<file path="config.mk">
export PLATFORM = sky130hd
export DESIGN_NAME = mac_tx_arbiter_flat
export DESIGN_NICKNAME = d
export VERILOG_FILES = /design/src/rtl/mac_tx_arbiter_if.sv /design/src/rtl/mac_tx_arbiter.sv /design/src/flat_wrapper.sv
export SDC_FILE = /design/constraint.sdc
export NUM_CORES = 1
export LEC_CHECK = 0
export CAP_MARGIN = 10
export CORE_ASPECT_RATIO = 1.25
export CORE_MARGIN = 10
export CORE_UTILIZATION = 25
export DETAILED_ROUTE_END_ITERATION = 10
export PLACE_DENSITY = 0.51
export SLEW_MARGIN = 40
export SYNTH_ARGS = -nofsm -noshare
export SYNTH_HDL_FRONTEND = slang
export SYNTH_SLANG_ARGS = --single-unit
</file>
<file path="constraint.sdc">
create_clock -name clk -period 5.1 [get_ports clk]
set_clock_uncertainty 0.05 [all_clocks]
set_input_delay 1.275 -clock clk [delete_from_list [all_inputs] [get_ports clk]]
set_output_delay 1.275 -clock clk [all_outputs]
set_load 0.02 [all_outputs]
</file>
<file path="src/rtl/mac_tx_arbiter_if.sv">
// Bundle of source-side and mac_tx-side signals for the transmit arbiter.
// The arbiter attaches through the slave modport; the environment (sources,
// mac_tx framer, status consumers) attaches through the master modport.
interface mac_tx_arbiter_if #(
   parameter int NUM_CH = 4,
   parameter int DW     = 8
);
   localparam int CW = (NUM_CH > 1) ? $clog2(NUM_CH) : 1;

   // source side
   logic [NUM_CH-1:0]    src_tx_req;
   logic [NUM_CH-1:0]    src_tx_ack;
   logic [NUM_CH-1:0]    src_tx_ready;
   logic [NUM_CH*DW-1:0] src_tx_data;
   logic [NUM_CH-1:0]    src_tx_end;

   // mac_tx side
   logic                 mac_tx_req;
   logic                 mac_tx_ack;
   logic                 mac_tx_ready;
   logic [DW-1:0]        mac_tx_data;
   logic                 mac_tx_end;
   logic                 mac_send_end;

   // status
   logic [CW-1:0]        grant_ch;
   logic                 busy;
   logic                 timeout_err;

   modport slave (
      input  src_tx_req, src_tx_ready, src_tx_data, src_tx_end,
      input  mac_tx_ack, mac_send_end,
      output src_tx_ack, mac_tx_req, mac_tx_ready, mac_tx_data, mac_tx_end,
      output grant_ch, busy, timeout_err
   );

   modport master (
      output src_tx_req, src_tx_ready, src_tx_data, src_tx_end,
      output mac_tx_ack, mac_send_end,
      input  src_tx_ack, mac_tx_req, mac_tx_ready, mac_tx_data, mac_tx_end,
      input  grant_ch, busy, timeout_err
   );
endinterface

</file>
<file path="src/rtl/mac_tx_arbiter.sv">
// N-channel transmit arbiter in front of the single mac_tx framer.
// Selects one source (round-robin or fixed priority), runs the req/ack
// handshake with mac_tx, forwards the granted stream combinationally until
// mac_send_end, and releases a stalled grant through a 16-bit watchdog.
module mac_tx_arbiter #(
   parameter int NUM_CH    = 4,
   parameter int DW        = 8,
   parameter int PRIO_MODE = 0,
   parameter int TIMEOUT   = 65535
) (
   input  logic           clk,
   input  logic           rst_n,
   mac_tx_arbiter_if.slave bus
);

   localparam int CW = (NUM_CH > 1) ? $clog2(NUM_CH) : 1;

   localparam logic [2:0] S_IDLE = 3'd0;
   localparam logic [2:0] S_ARB  = 3'd1;
   localparam logic [2:0] S_REQ  = 3'd2;
   localparam logic [2:0] S_SEND = 3'd3;
   localparam logic [2:0] S_DONE = 3'd4;

   localparam logic [CW:0]   NCH_W    = (CW+1)'(NUM_CH);
   localparam logic [CW-1:0] LAST_CH  = CW'(NUM_CH - 1);
   localparam logic [15:0]   WD_LIMIT = (TIMEOUT == 0) ? 16'd0 : 16'(TIMEOUT - 1);
   localparam logic [NUM_CH-1:0] ONE_HOT0 = NUM_CH'(1);

   // state and registered outputs
   logic [2:0]        r_state;
   logic [CW-1:0]     r_rr_ptr;
   logic [CW-1:0]     r_grant;
   logic [NUM_CH-1:0] r_src_ack;
   logic              r_busy;
   logic              r_tout;
   logic [15:0]       r_wd;

   // arbitration
   logic              w_found;
   logic [CW-1:0]     w_win;
   logic [CW:0]       w_sum;
   logic [CW-1:0]     w_idx;
   logic [CW-1:0]     w_ptr_adv;
   logic              w_expire;

   // data path
   logic [DW-1:0]     w_ch_data [NUM_CH];
   logic              w_ready;
   logic [DW-1:0]     w_data;
   logic              w_end;

   // split the flat data bus into per-channel words
   for (genvar g = 0; g < NUM_CH; g++) begin : g_split
      assign w_ch_data[g] = bus.src_tx_data[g*DW +: DW];
   end

   // winner search: rotate from rr_ptr (round-robin) or from ch0 (priority)
   always_comb begin
      w_found = 1'b0;
      w_win   = '0;
      w_sum   = '0;
      w_idx   = '0;
      for (int unsigned i = 0; i < NUM_CH; i++) begin
         if (PRIO_MODE != 0) begin
            w_idx = CW'(i);
         end else begin
            w_sum = {1'b0, r_rr_ptr} + (CW+1)'(i);
            if (w_sum >= NCH_W) begin
               w_sum = w_sum - NCH_W;
            end
            w_idx = w_sum[CW-1:0];
         end
         if (!w_found && bus.src_tx_req[w_idx]) begin
            w_found = 1'b1;
            w_win   = w_idx;
         end
      end
   end

   // next round-robin start point and watchdog expiry
   always_comb begin
      w_ptr_adv = (r_grant == LAST_CH) ? '0 : r_grant + 1'b1;
      w_expire  = (TIMEOUT != 0) && (r_wd == WD_LIMIT);
   end

   // granted-channel stream forwarding, forced to zero outside SEND
   always_comb begin
      w_ready = 1'b0;
      w_data  = '0;
      w_end   = 1'b0;
      if (r_state == S_SEND) begin
         w_ready = bus.src_tx_ready[r_grant];
         w_data  = w_ch_data[r_grant];
         w_end   = bus.src_tx_end[r_grant];
      end
   end

   // arbiter FSM, handshake pulses and watchdog counter
   always_ff @(posedge clk or negedge rst_n) begin
      if (!rst_n) begin
         r_state   <= S_IDLE;
         r_rr_ptr  <= '0;
         r_grant   <= '0;
         r_src_ack <= '0;
         r_busy    <= 1'b0;
         r_tout    <= 1'b0;
         r_wd      <= '0;
      end else begin
         r_src_ack <= '0;
         r_tout    <= 1'b0;
         case (r_state)
            S_IDLE: begin
               if (|bus.src_tx_req) begin
                  r_state <= S_ARB;
                  r_busy  <= 1'b1;
               end
            end
            S_ARB: begin
               if (w_found) begin
                  r_grant <= w_win;
                  r_wd    <= '0;
                  r_state <= S_REQ;
               end else begin
                  r_state <= S_IDLE;
                  r_busy  <= 1'b0;
               end
            end
            S_REQ: begin
               // ack takes precedence over a simultaneous watchdog expiry
               if (bus.mac_tx_ack) begin
                  r_src_ack <= ONE_HOT0 << r_grant;
                  r_wd      <= '0;
                  r_state   <= S_SEND;
               end else if (w_expire) begin
                  r_tout  <= 1'b1;
                  r_busy  <= 1'b0;
                  r_state <= S_IDLE;
                  if (PRIO_MODE == 0) begin
                     r_rr_ptr <= w_ptr_adv;
                  end
               end else begin
                  r_wd <= r_wd + 16'd1;
               end
            end
            S_SEND: begin
               // end of frame takes precedence over a simultaneous expiry
               if (bus.mac_send_end) begin
                  r_state <= S_DONE;
               end else if (w_expire) begin
                  r_tout  <= 1'b1;
                  r_busy  <= 1'b0;
                  r_state <= S_IDLE;
                  if (PRIO_MODE == 0) begin
                     r_rr_ptr <= w_ptr_adv;
                  end
               end else begin
                  r_wd <= r_wd + 16'd1;
               end
            end
            S_DONE: begin
               if (PRIO_MODE == 0) begin
                  r_rr_ptr <= w_ptr_adv;
               end
               r_busy  <= 1'b0;
               r_state <= S_IDLE;
            end
            default: begin
               r_busy  <= 1'b0;
               r_state <= S_IDLE;
            end
         endcase
      end
   end

   assign bus.src_tx_ack   = r_src_ack;
   assign bus.mac_tx_req   = (r_state == S_REQ);
   assign bus.mac_tx_ready = w_ready;
   assign bus.mac_tx_data  = w_data;
   assign bus.mac_tx_end   = w_end;
   assign bus.grant_ch     = r_grant;
   assign bus.busy         = r_busy;
   assign bus.timeout_err  = r_tout;

endmodule

</file>
<file path="src/flat_wrapper.sv">
// flat-port wrapper written by rule: the top's interface ports become plain ports
module mac_tx_arbiter_flat 
#(
   parameter int NUM_CH    = 4,
   parameter int DW        = 8,
   parameter int PRIO_MODE = 0,
   parameter int TIMEOUT   = 65535
)
  (clk, rst_n, bus_src_tx_req, bus_src_tx_ready, bus_src_tx_data, bus_src_tx_end, bus_mac_tx_ack, bus_mac_send_end, bus_src_tx_ack, bus_mac_tx_req, bus_mac_tx_ready, bus_mac_tx_data, bus_mac_tx_end, bus_grant_ch, bus_busy, bus_timeout_err);
  mac_tx_arbiter_if #(.NUM_CH(NUM_CH), .DW(DW)) bus_i ();
  input  logic clk;
  input  logic rst_n;
  input wire logic [$bits(bus_i.src_tx_req)-1:0] bus_src_tx_req;
  input wire logic [$bits(bus_i.src_tx_ready)-1:0] bus_src_tx_ready;
  input wire logic [$bits(bus_i.src_tx_data)-1:0] bus_src_tx_data;
  input wire logic [$bits(bus_i.src_tx_end)-1:0] bus_src_tx_end;
  input wire logic [$bits(bus_i.mac_tx_ack)-1:0] bus_mac_tx_ack;
  input wire logic [$bits(bus_i.mac_send_end)-1:0] bus_mac_send_end;
  output wire logic [$bits(bus_i.src_tx_ack)-1:0] bus_src_tx_ack;
  output wire logic [$bits(bus_i.mac_tx_req)-1:0] bus_mac_tx_req;
  output wire logic [$bits(bus_i.mac_tx_ready)-1:0] bus_mac_tx_ready;
  output wire logic [$bits(bus_i.mac_tx_data)-1:0] bus_mac_tx_data;
  output wire logic [$bits(bus_i.mac_tx_end)-1:0] bus_mac_tx_end;
  output wire logic [$bits(bus_i.grant_ch)-1:0] bus_grant_ch;
  output wire logic [$bits(bus_i.busy)-1:0] bus_busy;
  output wire logic [$bits(bus_i.timeout_err)-1:0] bus_timeout_err;
  assign bus_i.src_tx_req = bus_src_tx_req;
  assign bus_i.src_tx_ready = bus_src_tx_ready;
  assign bus_i.src_tx_data = bus_src_tx_data;
  assign bus_i.src_tx_end = bus_src_tx_end;
  assign bus_i.mac_tx_ack = bus_mac_tx_ack;
  assign bus_i.mac_send_end = bus_mac_send_end;
  assign bus_src_tx_ack = bus_i.src_tx_ack;
  assign bus_mac_tx_req = bus_i.mac_tx_req;
  assign bus_mac_tx_ready = bus_i.mac_tx_ready;
  assign bus_mac_tx_data = bus_i.mac_tx_data;
  assign bus_mac_tx_end = bus_i.mac_tx_end;
  assign bus_grant_ch = bus_i.grant_ch;
  assign bus_busy = bus_i.busy;
  assign bus_timeout_err = bus_i.timeout_err;
  mac_tx_arbiter #(.NUM_CH(NUM_CH), .DW(DW), .PRIO_MODE(PRIO_MODE), .TIMEOUT(TIMEOUT)) u_core (.clk(clk), .rst_n(rst_n), .bus(bus_i));
endmodule
</file>
* Word level (Yosys, flattened, before mapping)
Index checks and enable logic that the tools add are counted.
Widths: inputs -> output; s select.
** Operators by class
- Add/subtract/negate cells :: 9
- Magnitude comparators :: 10
- Eq/ne operators :: 11
- Shifts and indexed selects :: 1
- Mux-type cells :: 58
- Bitwise gates (word level) :: 1
- Reduce and logical (&&, ||, !) cells :: 14
** Operators with widths (count)
- $mux 16 :: 4
- $pmux 16 s3 :: 1
- $mux 2 :: 13
- $mux 8 :: 3
- $mux 1 :: 20
- $add 16x1->16 const B :: 1
- $bmux 8 s2 :: 1
- $eq 16x16->1 const B :: 1
- $lt 2x3->1 const B :: 5
- $bmux 1 s2 :: 6
- $ge 3x3->1 const B :: 4
- $mux 3 :: 4
- $pmux 3 s4 :: 1
- $mux 4 :: 2
- $sub 2x1->2 const B :: 4
- $add 2x2->3 const B :: 2
- $eq 3x2->1 const B :: 2
- $ne 2x2->1 const B :: 3
- $pmux 2 s3 :: 1
- $reduce_and 3->1 :: 2
- $reduce_bool 3->1 :: 2
- $ne 2x1->1 const B :: 2
- $pmux 1 s4 :: 1
- $reduce_and 4->1 :: 1
- other kinds (14) :: 18
** Word-level totals
- Register bits after elaboration :: 29
- Output and inout port bits :: 19
- Logic and storage cells :: 111

* Depth between registers and ports, before layout
Gate-level depths: netlist of run 1.
- Depth in word-level cells :: 16
- Mapped depth :: 7

* Least setup slack after synthesis of run 1
OpenSTA, ideal clock, no wires.
- Kind :: input to output
- Start :: input port bus_src_tx_data[24]
- End :: output port bus_mac_tx_data[0]
- Arrival :: 1.962 ns
- Required time :: 3.775 ns
- Slack :: 1.813 ns
- Cell stages on the path :: 2
- Buffers on the path :: 0
- Path through :: mux4_2 -> and3_1
** On the way
- Cells in the longest elaborated chain, start to end :: 4
** RTL lines
- start: declaration :: line flat_wrapper.sv:15 : input wire logic [$bits(bus_i.src_tx_data)-1:0] bus_src_tx_data;
- $bmux 8 s2 :: line mac_tx_arbiter.sv:93 : w_data = w_ch_data[r_grant];
- $mux 8 (not written as such) (2 in series) :: line mac_tx_arbiter.sv:93
- $mux 8 :: line mac_tx_arbiter.sv:91 : if (r_state == S_SEND) begin
- end: declaration :: line flat_wrapper.sv:22 : output wire logic [$bits(bus_i.mac_tx_data)-1:0] bus_mac_tx_data;
No other way between the ends. The select of a mux whose other input is x is not followed.

* Worst setup path after layout of run 1
- Start :: input port bus_src_tx_data[27]
- End :: output port bus_mac_tx_data[3]
The elaborated chain is that of the path after synthesis.

==> results of run 1 <==
-- power by group through the flow --
stage / logic [W] / registers [W] / clock network, W
2_1_floorplan: 0.000448 / 0.000332 / 0
3_3_place_gp: 0.000619 / 0.000385 / 0
3_5_place_dp: 0.000623 / 0.000384 / 0
4_1_cts: 0.000625 / 0.000380 / 0.000202
5_1_grt: 0.000679 / 0.000396 / 0.000213
6_report: 0.000619 / 0.000379 / 0.000192
-- metrics by stage --
| stage | utilization [%] | setup slack [ns] | cells | hold WS, ns | power, W |
|---|---|---|---|---|---|
| floorplan | - | 1.81 | 220 | 0.433 | 0.000780 |
| global placement | 34.7 | 0.912 | 372 | 0.456 | 0.00100 |
| detailed placement | 34.8 | 0.886 | 372 | 0.474 | 0.00101 |
| CTS | 35.9 | 0.880 | 379 | 0.488 | 0.00121 |
| global route | 35.9 | 0.860 | 379 | 0.521 | 0.00129 |
| finish | 35.9 | 0.888 | 379 | 0.489 | 0.00119 |
-- Yosys cell counts, types with 4 or more instances --
| cell type | n |
|---|---|
| dfrtp_1 | 29 |
| nand2_1 | 22 |
| and3_1 | 10 |
| mux4_2 | 10 |
| o21ai_0 | 10 |
| a21oi_1 | 8 |
| inv_1 | 8 |
| nor2_1 | 8 |
| nor4_1 | 8 |
| and2_1 | 7 |
| nand2b_1 | 7 |
| nand4_1 | 7 |
| nor2b_1 | 7 |
| clkbuf_1 | 6 |
| ha_1 | 6 |
| mux2i_1 | 6 |
| nand3_1 | 6 |
| buf_2 | 5 |
| or4_1 | 4 |
-- flip-flops by register name, summed over array words and instances, names as in the netlist --
signal / cells
u_core.bus.grant_ch: 2
u_core.r_wd: 16
u_core.r_rr_ptr: 2
u_core.r_state: 3
u_core.bus.timeout_err: 1
u_core.bus.src_tx_ack: 4
u_core.bus.busy: 1
-- critical path: cells and delay by family --
family,cells,cell delay [ns]
simple gates,1,0.18
mux,1,0.45
buf+inv,2,0.97
-- worst max-delay path by stage --
stage | end | cells past startpoint
finish | bus_mac_tx_data[3] | 4
global placement | bus_mac_tx_data[3] | 4
global route | bus_mac_tx_end | 4
CTS | bus_mac_tx_data[3] | 4
detailed placement | bus_mac_tx_data[3] | 4
floorplan | bus_mac_tx_data[0] | 2
-- logic make-up after synthesis --
group                      after synthesis  synth area share (%)
DFF                                     29                  33.9
muxes                                   18                  14.7
and+or+nand+nor                        101                  27.8
adders and majority gates                6                  3.51
buffers and inverters                   21                  4.33
AOI/OAI and AO/OA                       45                  15.7
-- metal layers --
| metal | vias to the layer above | GRT usage [%] | part of all wire (%) | routed length, µm |
|---|---|---|---|---|
| met1 | 929 | 13.4 | 44 | 2940 |
| li1 | 961 | - | - | - |
| met3 | 5 | 3.40 | 8.5 | 559 |
| met5 | - | 0 | 0 | 0 |
| met2 | 55 | 15.9 | 46 | 3030 |
| met4 | 0 | 3.75 | 1.1 | 70 |
-- cell type report --
class                   count  area, µm²
repair buffers             68        676
well taps                  97        121
multi-input cells         170       1330
clock buffers               7       86.3
flip-flops and latches     29        727
inverters                   8       30.0
fillers                   838       5310
==> results.json, run 1 <==
{
  "critPathMaxFanout": 1,
  "p_leak_nw": 1.16,
  "dp_hpwl_um": 5000,
  "start_util_pct": 25.8,
  "insertion_delay_ns": 0.28,
  "hold_violations": 0,
  "antenna_found_initial": 0,
  "wl_per_cell_um": 17.4,
  "clkPwrFrac_pct": 16.1,
  "worstPathCellList": "clkdlybuf4s50_1, mux4_2, and3_1, clkdlybuf4s50_1",
  "drive_above_1_share_pct": 11.3,
  "synth.top_cell.area_share_pct": 33.9,
  "drt_iter0_markers": 82,
  "ctsResizeCount": 0,
  "vias": 1950,
  "critPathKind": "input port to primary output",
  "slew_violations": 0,
  "power_density_nw_per_um2": 400,
  "syn_nets": 274,
  "hold_path.startpoint": "u_core.r_wd[1]$_DFFE_PN0P_",
  "numCtsBuffers": 5,
  "comb_power_share_pct": 52.0,
  "rows": 37,
  "grt_pass1_vias": 1863,
  "placed_area_um2": 2890,
  "r2r_cells": 4,
  "power_frac_seq_pct": 31.9,
  "arrival_ns": 2.89,
  "min_to": "u_core.r_wd[1]$_DFFE_PN0P_",
  "tightest_slew_ns": 0.723,
  "grt_max_degree": 30,
  "timing.final.crit_share_pct": 82.6,
  "die_w_um": 103,
  "syn-cell-area_um2": 2140,
  "setup-violations-final": 0,
  "wl_um": 6600,
  "htree_num_levels": 2,
  "sw_frac_of_total_pct": 43.0,
  "cp-start-kind": "input port",
  "holdBufCountCts": 0,
  "cp-end-kind": "primary output",
  "boundaryPins": 67,
  "layout_commonest_cell": "clkdlybuf4s50_1",
  "die_area_um2": 12700,
  "cp.required_ns": 3.77,
  "maxCapViolations": 0,
  "status": "finished clean",
  "nets": 336,
  "core_um2": 8290,
  "cts_tree": "yes",
  "cts_root_buf": "clkbuf_8",
  "fin_area_um2": 2970,
  "place_congestion": 0.758,
  "fin_tns_setup_ns": 0,
  "clkSlewWorstSetupHoldPaths_ns": 0.06,
  "rr_endpoint": "u_core.r_rr_ptr[0]$_DFFE_PN0P_",
  "postCtsSetupBuffers": 0,
  "ys_top_cells_by_area": "dfrtp_1 34%, mux4_2 11%, nand2_1 3.9%, ha_1 3.5%, and3_1 2.9%",
  "yosysSeqAreaShare_pct": 33.9,
  "viasPerCell": 5.15,
  "max-vdd-ir-drop_mv": 0.123,
  "cts_sinks": 29,
  "drc": 0,
  "avgSynthCellArea_um2": 9.73,
  "overflow": 0,
  "area_growth_pct": 39.0,
  "ys_seq_elements": 29,
  "min_path_cells": 2,
  "syn_inst": 220,
  "yosysTopAreaCell": "dfrtp_1",
  "num_antenna_cells": 0,
  "grt_pass1_wl_um": 10300,
  "p_int_w": 0.000677,
  "rrSetupSlack_ns": 2.77,
  "die_y_um": 123,
  "r2r_start": "u_core.r_state[1]$_DFFE_PN0N_",
  "ys.flop_type": "dfrtp_1",
  "relSlewSlack_pct": 51.1,
  "p_sw_w": 0.000512,
  "crit_path_frequent_cell": "clkdlybuf4s50_1",
  "synth.distinct_cells": 54,
  "synth_enable_flop_cells": 0,
  "most-common-layout-cells": "66 x clkdlybuf4s50_1, 28 x dfrtp_1, 22 x nand2_1",
  "async_flop_share_pct": 100,
  "port_buffers": 66,
  "rsz0062_at_grt": "false",
  "critPathMaxStageDelay_ns": 0.56,
  "ant_nets": 0,
  "clockBufferDepth": 2,
  "gr-usage-all-layers_pct": 10.4,
  "worstSetupStartpoint": "bus_src_tx_data[27]",
  "first_pass_iters": 4,
  "finalCriticalPeriod_ns": 4.21,
  "max_clock_freq_mhz": 237,
  "hold_class": "flop to flop",
  "slowest_stage": "clkdlybuf4s50_1",
  "yosysWarnings": 0
}
Power figures use the tool's default switching activity.
==> run 2: changes to the inputs <==
- PLACE_DENSITY: 0.51 -> 0.53
- clock period: 5.1 -> 3.39 ns (I/O delays scaled with it)
==> run 2 against run 1 <==
  * Worst hold slack got worse by 0.053 ns
  * Setup slack got worse by 0.84 ns
  * Core utilization is 0.24 points higher
  * First-iteration DRC count is the same
  * Non-clock buffer count rose by 5
  * Clock power up 47%
  * Combinational power up 59%
  * Critical path depth is the same
  * Sequential cell count unchanged
  * Largest cell class unchanged
  * Largest power group unchanged
  * Highest routed layer unchanged
==> results.json, run 2 (synthesized netlist as in run 1, its figures left out) <==
{
  "htree_num_levels": 2,
  "comb_power_share_pct": 54.6,
  "arrival_ns": 2.44,
  "clkPwrFrac_pct": 15.7,
  "port_buffers": 66,
  "die_w_um": 103,
  "start_util_pct": 25.8,
  "cp.required_ns": 2.49,
  "placed_area_um2": 2910,
  "cts_root_buf": "clkbuf_8",
  "clkSlewWorstSetupHoldPaths_ns": 0.06,
  "dp_hpwl_um": 5060,
  "hold_class": "flop to flop",
  "hold_path.startpoint": "u_core.bus.grant_ch[0]$_DFFE_PN0P_",
  "drt_iter0_markers": 82,
  "fin_util_pct": 36.1,
  "worstSetupStartpoint": "bus_src_tx_data[25]",
  "boundaryPins": 67,
  "postCtsSetupBuffers": 0,
  "most-common-layout-cells": "66 x clkdlybuf4s50_1, 29 x dfrtp_1, 22 x nand2_1",
  "critPathMaxFanout": 1,
  "fin_area_um2": 2990,
  "status": "finished clean",
  "power_frac_seq_pct": 29.6,
  "endpoint": "bus_mac_tx_data[1]",
  "overflow": 0,
  "rrSetupSlack_ns": 1.17,
  "crit_family": "buffers and inverters",
  "tightest_slew_ns": 0.644,
  "drc": 0,
  "r2r_cells": 6,
  "layout_commonest_cell": "clkdlybuf4s50_1",
  "wl_per_cell_um": 17.1,
  "die_y_um": 123,
  "ant_nets": 0,
  "sw_frac_of_total_pct": 43.3,
  "wl_um": 6590,
  "max_clock_freq_mhz": 299,
  "grt_pass1_vias": 2066,
  "slowest_stage": "clkdlybuf4s50_1",
  "holdWs_ns": 0.437,
  "antenna_found_initial": 0,
  "largest_reg_flops": 16,
  "dpl.cell_count": 377,
  "critPathMaxStageDelay_ns": 0.54,
  "final_cells": 385,
  "holdBufCountCts": 0,
  "rows": 37,
  "num_antenna_cells": 0,
  "die_area_um2": 12700,
  "drive_above_1_share_pct": 11.8,
  "first_pass_iters": 4,
  "p_int_w": 0.00102,
  "worstPathCellList": "clkdlybuf4s50_1, mux4_2, and3_1, clkdlybuf4s50_1",
  "grt_pass1_wl_um": 10600,
  "maxCapViolations": 0,
  "cts_tree": "yes",
  "hold_violations": 0,
  "crit_path_frequent_cell": "clkdlybuf4s50_1",
  "max-vdd-ir-drop_mv": 0.199,
  "relSlewSlack_pct": 56.5,
  "fin_tns_setup_ns": 0,
  "timing.final.crit_share_pct": 98.5,
  "gr-usage-all-layers_pct": 10.4,
  "critPathKind": "input port to primary output",
  "slew_violations": 0,
  "power_density_nw_per_um2": 601,
  "cp-end-kind": "primary output",
  "path_depth": 4,
  "rr_endpoint": "u_core.r_rr_ptr[0]$_DFFE_PN0P_",
  "viasPerCell": 5.22,
  "r2r_start": "u_core.r_wd[0]$_DFFE_PN0P_",
  "place_congestion": 0.774,
  "area_growth_pct": 39.9,
  "p_leak_nw": 1.18,
  "fillers": 850,
  "insertion_delay_ns": 0.29,
  "path_buf_inv": 2,
  "cts_sinks": 29,
  "ctsResizeCount": 0,
  "core_um2": 8290,
  "vias": 2011,
  "clockBufferDepth": 2,
  "nets": 341,
  "finalCriticalPeriod_ns": 3.34,
  "p_sw_w": 0.000779,
  "setup-violations-final": 0,
  "rsz0062_at_grt": "false",
  "cp-start-kind": "input port",
  "top_register": "u_core.r_wd",
  "grt_max_degree": 30,
  "numCtsBuffers": 5
}
[run 2: changes by cell type in the layout (fill, tap and decap cells not counted), sizes merged]
| cell | delta |
|---|---|
| clkbuf | -1 |
| clkinv | +2 |
| buf | +5 |
[run 2: metrics by stage]
stage	total power, W	worst slack, ns
6_report	0.00180	0.0494
5_1_grt	0.00194	0.00171
4_1_cts	0.00182	0.0451
3_5_place_dp	0.00154	0.0466
3_3_place_gp	0.00153	0.0487
2_1_floorplan	0.00117	0.827
[run 2: worst min path at each step]
| stage | cells after the start | slack, ns | end |
|---|---|---|---|
| 2_1_floorplan | 2 | 0.43 | u_core.r_wd[1]$_DFFE_PN0P_ |
| 3_3_place_gp | 2 | 0.42 | u_core.bus.grant_ch[0]$_DFFE_PN0P_ |
| 3_5_place_dp | 2 | 0.43 | u_core.bus.grant_ch[0]$_DFFE_PN0P_ |
| 4_1_cts | 2 | 0.45 | u_core.bus.grant_ch[0]$_DFFE_PN0P_ |
| 5_1_grt | 2 | 0.50 | u_core.bus.grant_ch[0]$_DFFE_PN0P_ |
| 6_report | 2 | 0.44 | u_core.bus.grant_ch[0]$_DFFE_PN0P_ |
[run 2: metal layers]
layer / part of all wire [%] / global-route usage (%) / up-vias
met4: 1.3 / 3.31 / 0
li1: - / - / 967
met2: 44 / 16.5 / 79
met3: 9.4 / 3.35 / 6
met5: 0 / 0 / -
met1: 46 / 13.0 / 959
[run 2: power groups by stage]
stage | registers, W | clock network, W | logic, W
floorplan | 0.000500 | 0 | 0.000674
global placement | 0.000542 | 0 | 0.000985
detailed placement | 0.000542 | 0 | 0.000996
CTS | 0.000535 | 0.000290 | 0.00100
global route | 0.000553 | 0.000304 | 0.00108
finish | 0.000533 | 0.000283 | 0.000982
[run 2: worst reg2reg max path: stages (launching register included)]
cell     delay [ns]
dfrtp_1        0.41
inv_1          0.08
ha_1           0.20
nand4_4        0.12
or4_4          0.57
o31ai_4        0.34
mux2_4         0.33
[run 2: cell type report]
| class | instances | area [µm²] | area share, % |
|---|---|---|---|
| clock buffer | 6 | 72.6 | 2.42 |
| clock inverter | 2 | 10.0 | 0.334 |
| inverter | 8 | 30.0 | 1.00 |
| multi-input combinational | 170 | 1320 | 44.1 |
| sequential | 29 | 726 | 24.2 |
| tap | 97 | 121 | 4.05 |
| timing repair buffer | 73 | 713 | 23.8 |
==> run 3: changes to the inputs <==
- CORE_MARGIN: 10 -> 4
- GPL_ROUTABILITY_DRIVEN: not set -> 0
==> run 3 against run 2 <==
  * First-iteration DRC count is 57% higher
  * Non-clock buffer count did not move
  * Wire length fell by 7.2%
  * Critical endpoint is now bus_mac_tx_ready
  * Largest cell class unchanged
==> results.json, run 3 (synthesized netlist as in run 1, its figures left out) <==
{
  "num_antenna_cells": 0,
  "core_um2": 8290,
  "boundaryPins": 67,
  "finalCriticalPeriod_ns": 3.33,
  "largest_reg_flops": 16,
  "holdWs_ns": 0.443,
  "wl_met1_um": 2750,
  "cp-start-kind": "input port",
  "comb_power_share_pct": 54.6,
  "first_pass_iters": 4,
  "drive_above_1_share_pct": 11.1,
  "htree_num_levels": 2,
  "rsz0062_at_grt": "false",
  "clockBufferDepth": 2,
  "cp.required_ns": 2.49,
  "grt_pass1_wl_um": 10600,
  "cts_tree": "yes",
  "power_frac_seq_pct": 29.9,
  "min_path_cells": 2,
  "ctsResizeCount": 0,
  "port_buffers": 66,
  "holdBufCountCts": 0,
  "sw_frac_of_total_pct": 42.6,
  "multi_input_area_um2": 1320,
  "relSlewSlack_pct": 58.8,
  "numCtsBuffers": 5,
  "wl_um": 6110,
  "fin_util_pct": 36.1,
  "setup-violations-final": 0,
  "hold_path.startpoint": "u_core.bus.grant_ch[0]$_DFFE_PN0P_",
  "gr-usage-all-layers_pct": 12.8,
  "cp-end-kind": "primary output",
  "slew_violations": 0,
  "grt_pass1_vias": 2021,
  "r2r_cells": 6,
  "tightest_slew_ns": 0.609,
  "ant_nets": 0,
  "layout_commonest_cell": "clkdlybuf4s50_1",
  "wl_per_cell_um": 15.9,
  "vias": 2017,
  "highest_layer": "met4",
  "timing.final.crit_share_pct": 98.4,
  "hold_class": "flop to flop",
  "top_register": "u_core.r_wd",
  "p_sw_w": 0.000757,
  "start_util_pct": 25.8,
  "critPathKind": "input port to primary output",
  "postCtsSetupBuffers": 0,
  "worstSetupStartpoint": "bus_src_tx_ready[3]",
  "regArea_um2": 726,
  "clkPwrFrac_pct": 15.4,
  "overflow": 0,
  "clkSlewWorstSetupHoldPaths_ns": 0.06,
  "setup_ws_ns": 0.0550,
  "die_w_um": 90.7,
  "fin_tns_setup_ns": 0,
  "dp_hpwl_um": 4630,
  "drt_iter0_markers": 129,
  "r2r_start": "u_core.r_wd[0]$_DFFE_PN0P_",
  "p_leak_nw": 1.18,
  "nets": 341,
  "antenna_found_initial": 0,
  "die_area_um2": 10100,
  "dp_slack_ns": 0.0481,
  "status": "finished clean",
  "viasPerCell": 5.24,
  "critPathMaxFanout": 1,
  "power_density_nw_per_um2": 595,
  "maxCapViolations": 0,
  "die_y_um": 111,
  "grt_max_degree": 30,
  "wl_met2_um": 2820,
  "wl_met3_um": 470,
  "max-vdd-ir-drop_mv": 0.162,
  "rows": 37,
  "arrival_ns": 2.44,
  "area_growth_pct": 39.8,
  "max_clock_freq_mhz": 300,
  "most-common-layout-cells": "66 x clkdlybuf4s50_1, 29 x dfrtp_1, 22 x nand2_1",
  "cts_sinks": 29,
  "cts_root_buf": "clkbuf_8",
  "drc": 0,
  "hold_violations": 0,
  "fillers": 847,
  "power.total_w": 0.00178,
  "insertion_delay_ns": 0.28,
  "p_int_w": 0.00102
}
[run 3: cell count changes in the layout (fill, tap and decap cells not counted), sizes merged]
cell / previous run / this run
clkinv: 2 / 0
clkbuf: 6 / 8
[run 3: cell type report]
type	instances	area share [%]
timing repair buffer	73	23.8
multi-input combinational	170	44.2
inverter	8	1.00
clock buffer	8	2.68
sequential	29	24.3
tap	97	4.06
[run 3: worst paths after layout]
| path | to | slack [ns] |
|---|---|---|
| setup / recovery | bus_mac_tx_ready | 0.06 |
| hold reg to reg | u_core.bus.grant_ch[0]$_DFFE_PN0P_ | 0.44 |
| max in group asynchronous | u_core.r_wd[8]$_DFFE_PN0P_ | 2.11 |
| min in group asynchronous | u_core.r_wd[12]$_DFFE_PN0P_ | 0.90 |
| hold / removal | u_core.bus.grant_ch[0]$_DFFE_PN0P_ | 0.44 |
| setup reg to reg | u_core.r_rr_ptr[0]$_DFFE_PN0P_ | 1.13 |
[run 3: power by group through the flow]
stage | clock network [W] | registers [W] | logic [W]
finish | 0.000275 | 0.000533 | 0.000972
global route | 0.000307 | 0.000550 | 0.00107
CTS | 0.000289 | 0.000535 | 0.000987
detailed placement | 0 | 0.000542 | 0.000983
global placement | 0 | 0.000541 | 0.000978
floorplan | 0 | 0.000500 | 0.000674
[run 3: metal layers]
layer,track usage [%],up-vias
met4,4.29,0
met3,3.85,4
li1,-,969
met5,0,-
met1,16.4,969
met2,20.5,75
[run 3: worst max-delay path, cell delays in order]
cell	delay (ns)
clkdlybuf4s50_1	0.40
mux4_2	0.46
and3_1	0.19
clkdlybuf4s50_1	0.53
[run 3: metrics by stage]
step                area (µm²)  instances
detailed placement        2910        377
global route              2990        385
global placement          2910        377
floorplan                 2140        220
CTS                       2990        385
finish                    2990        385
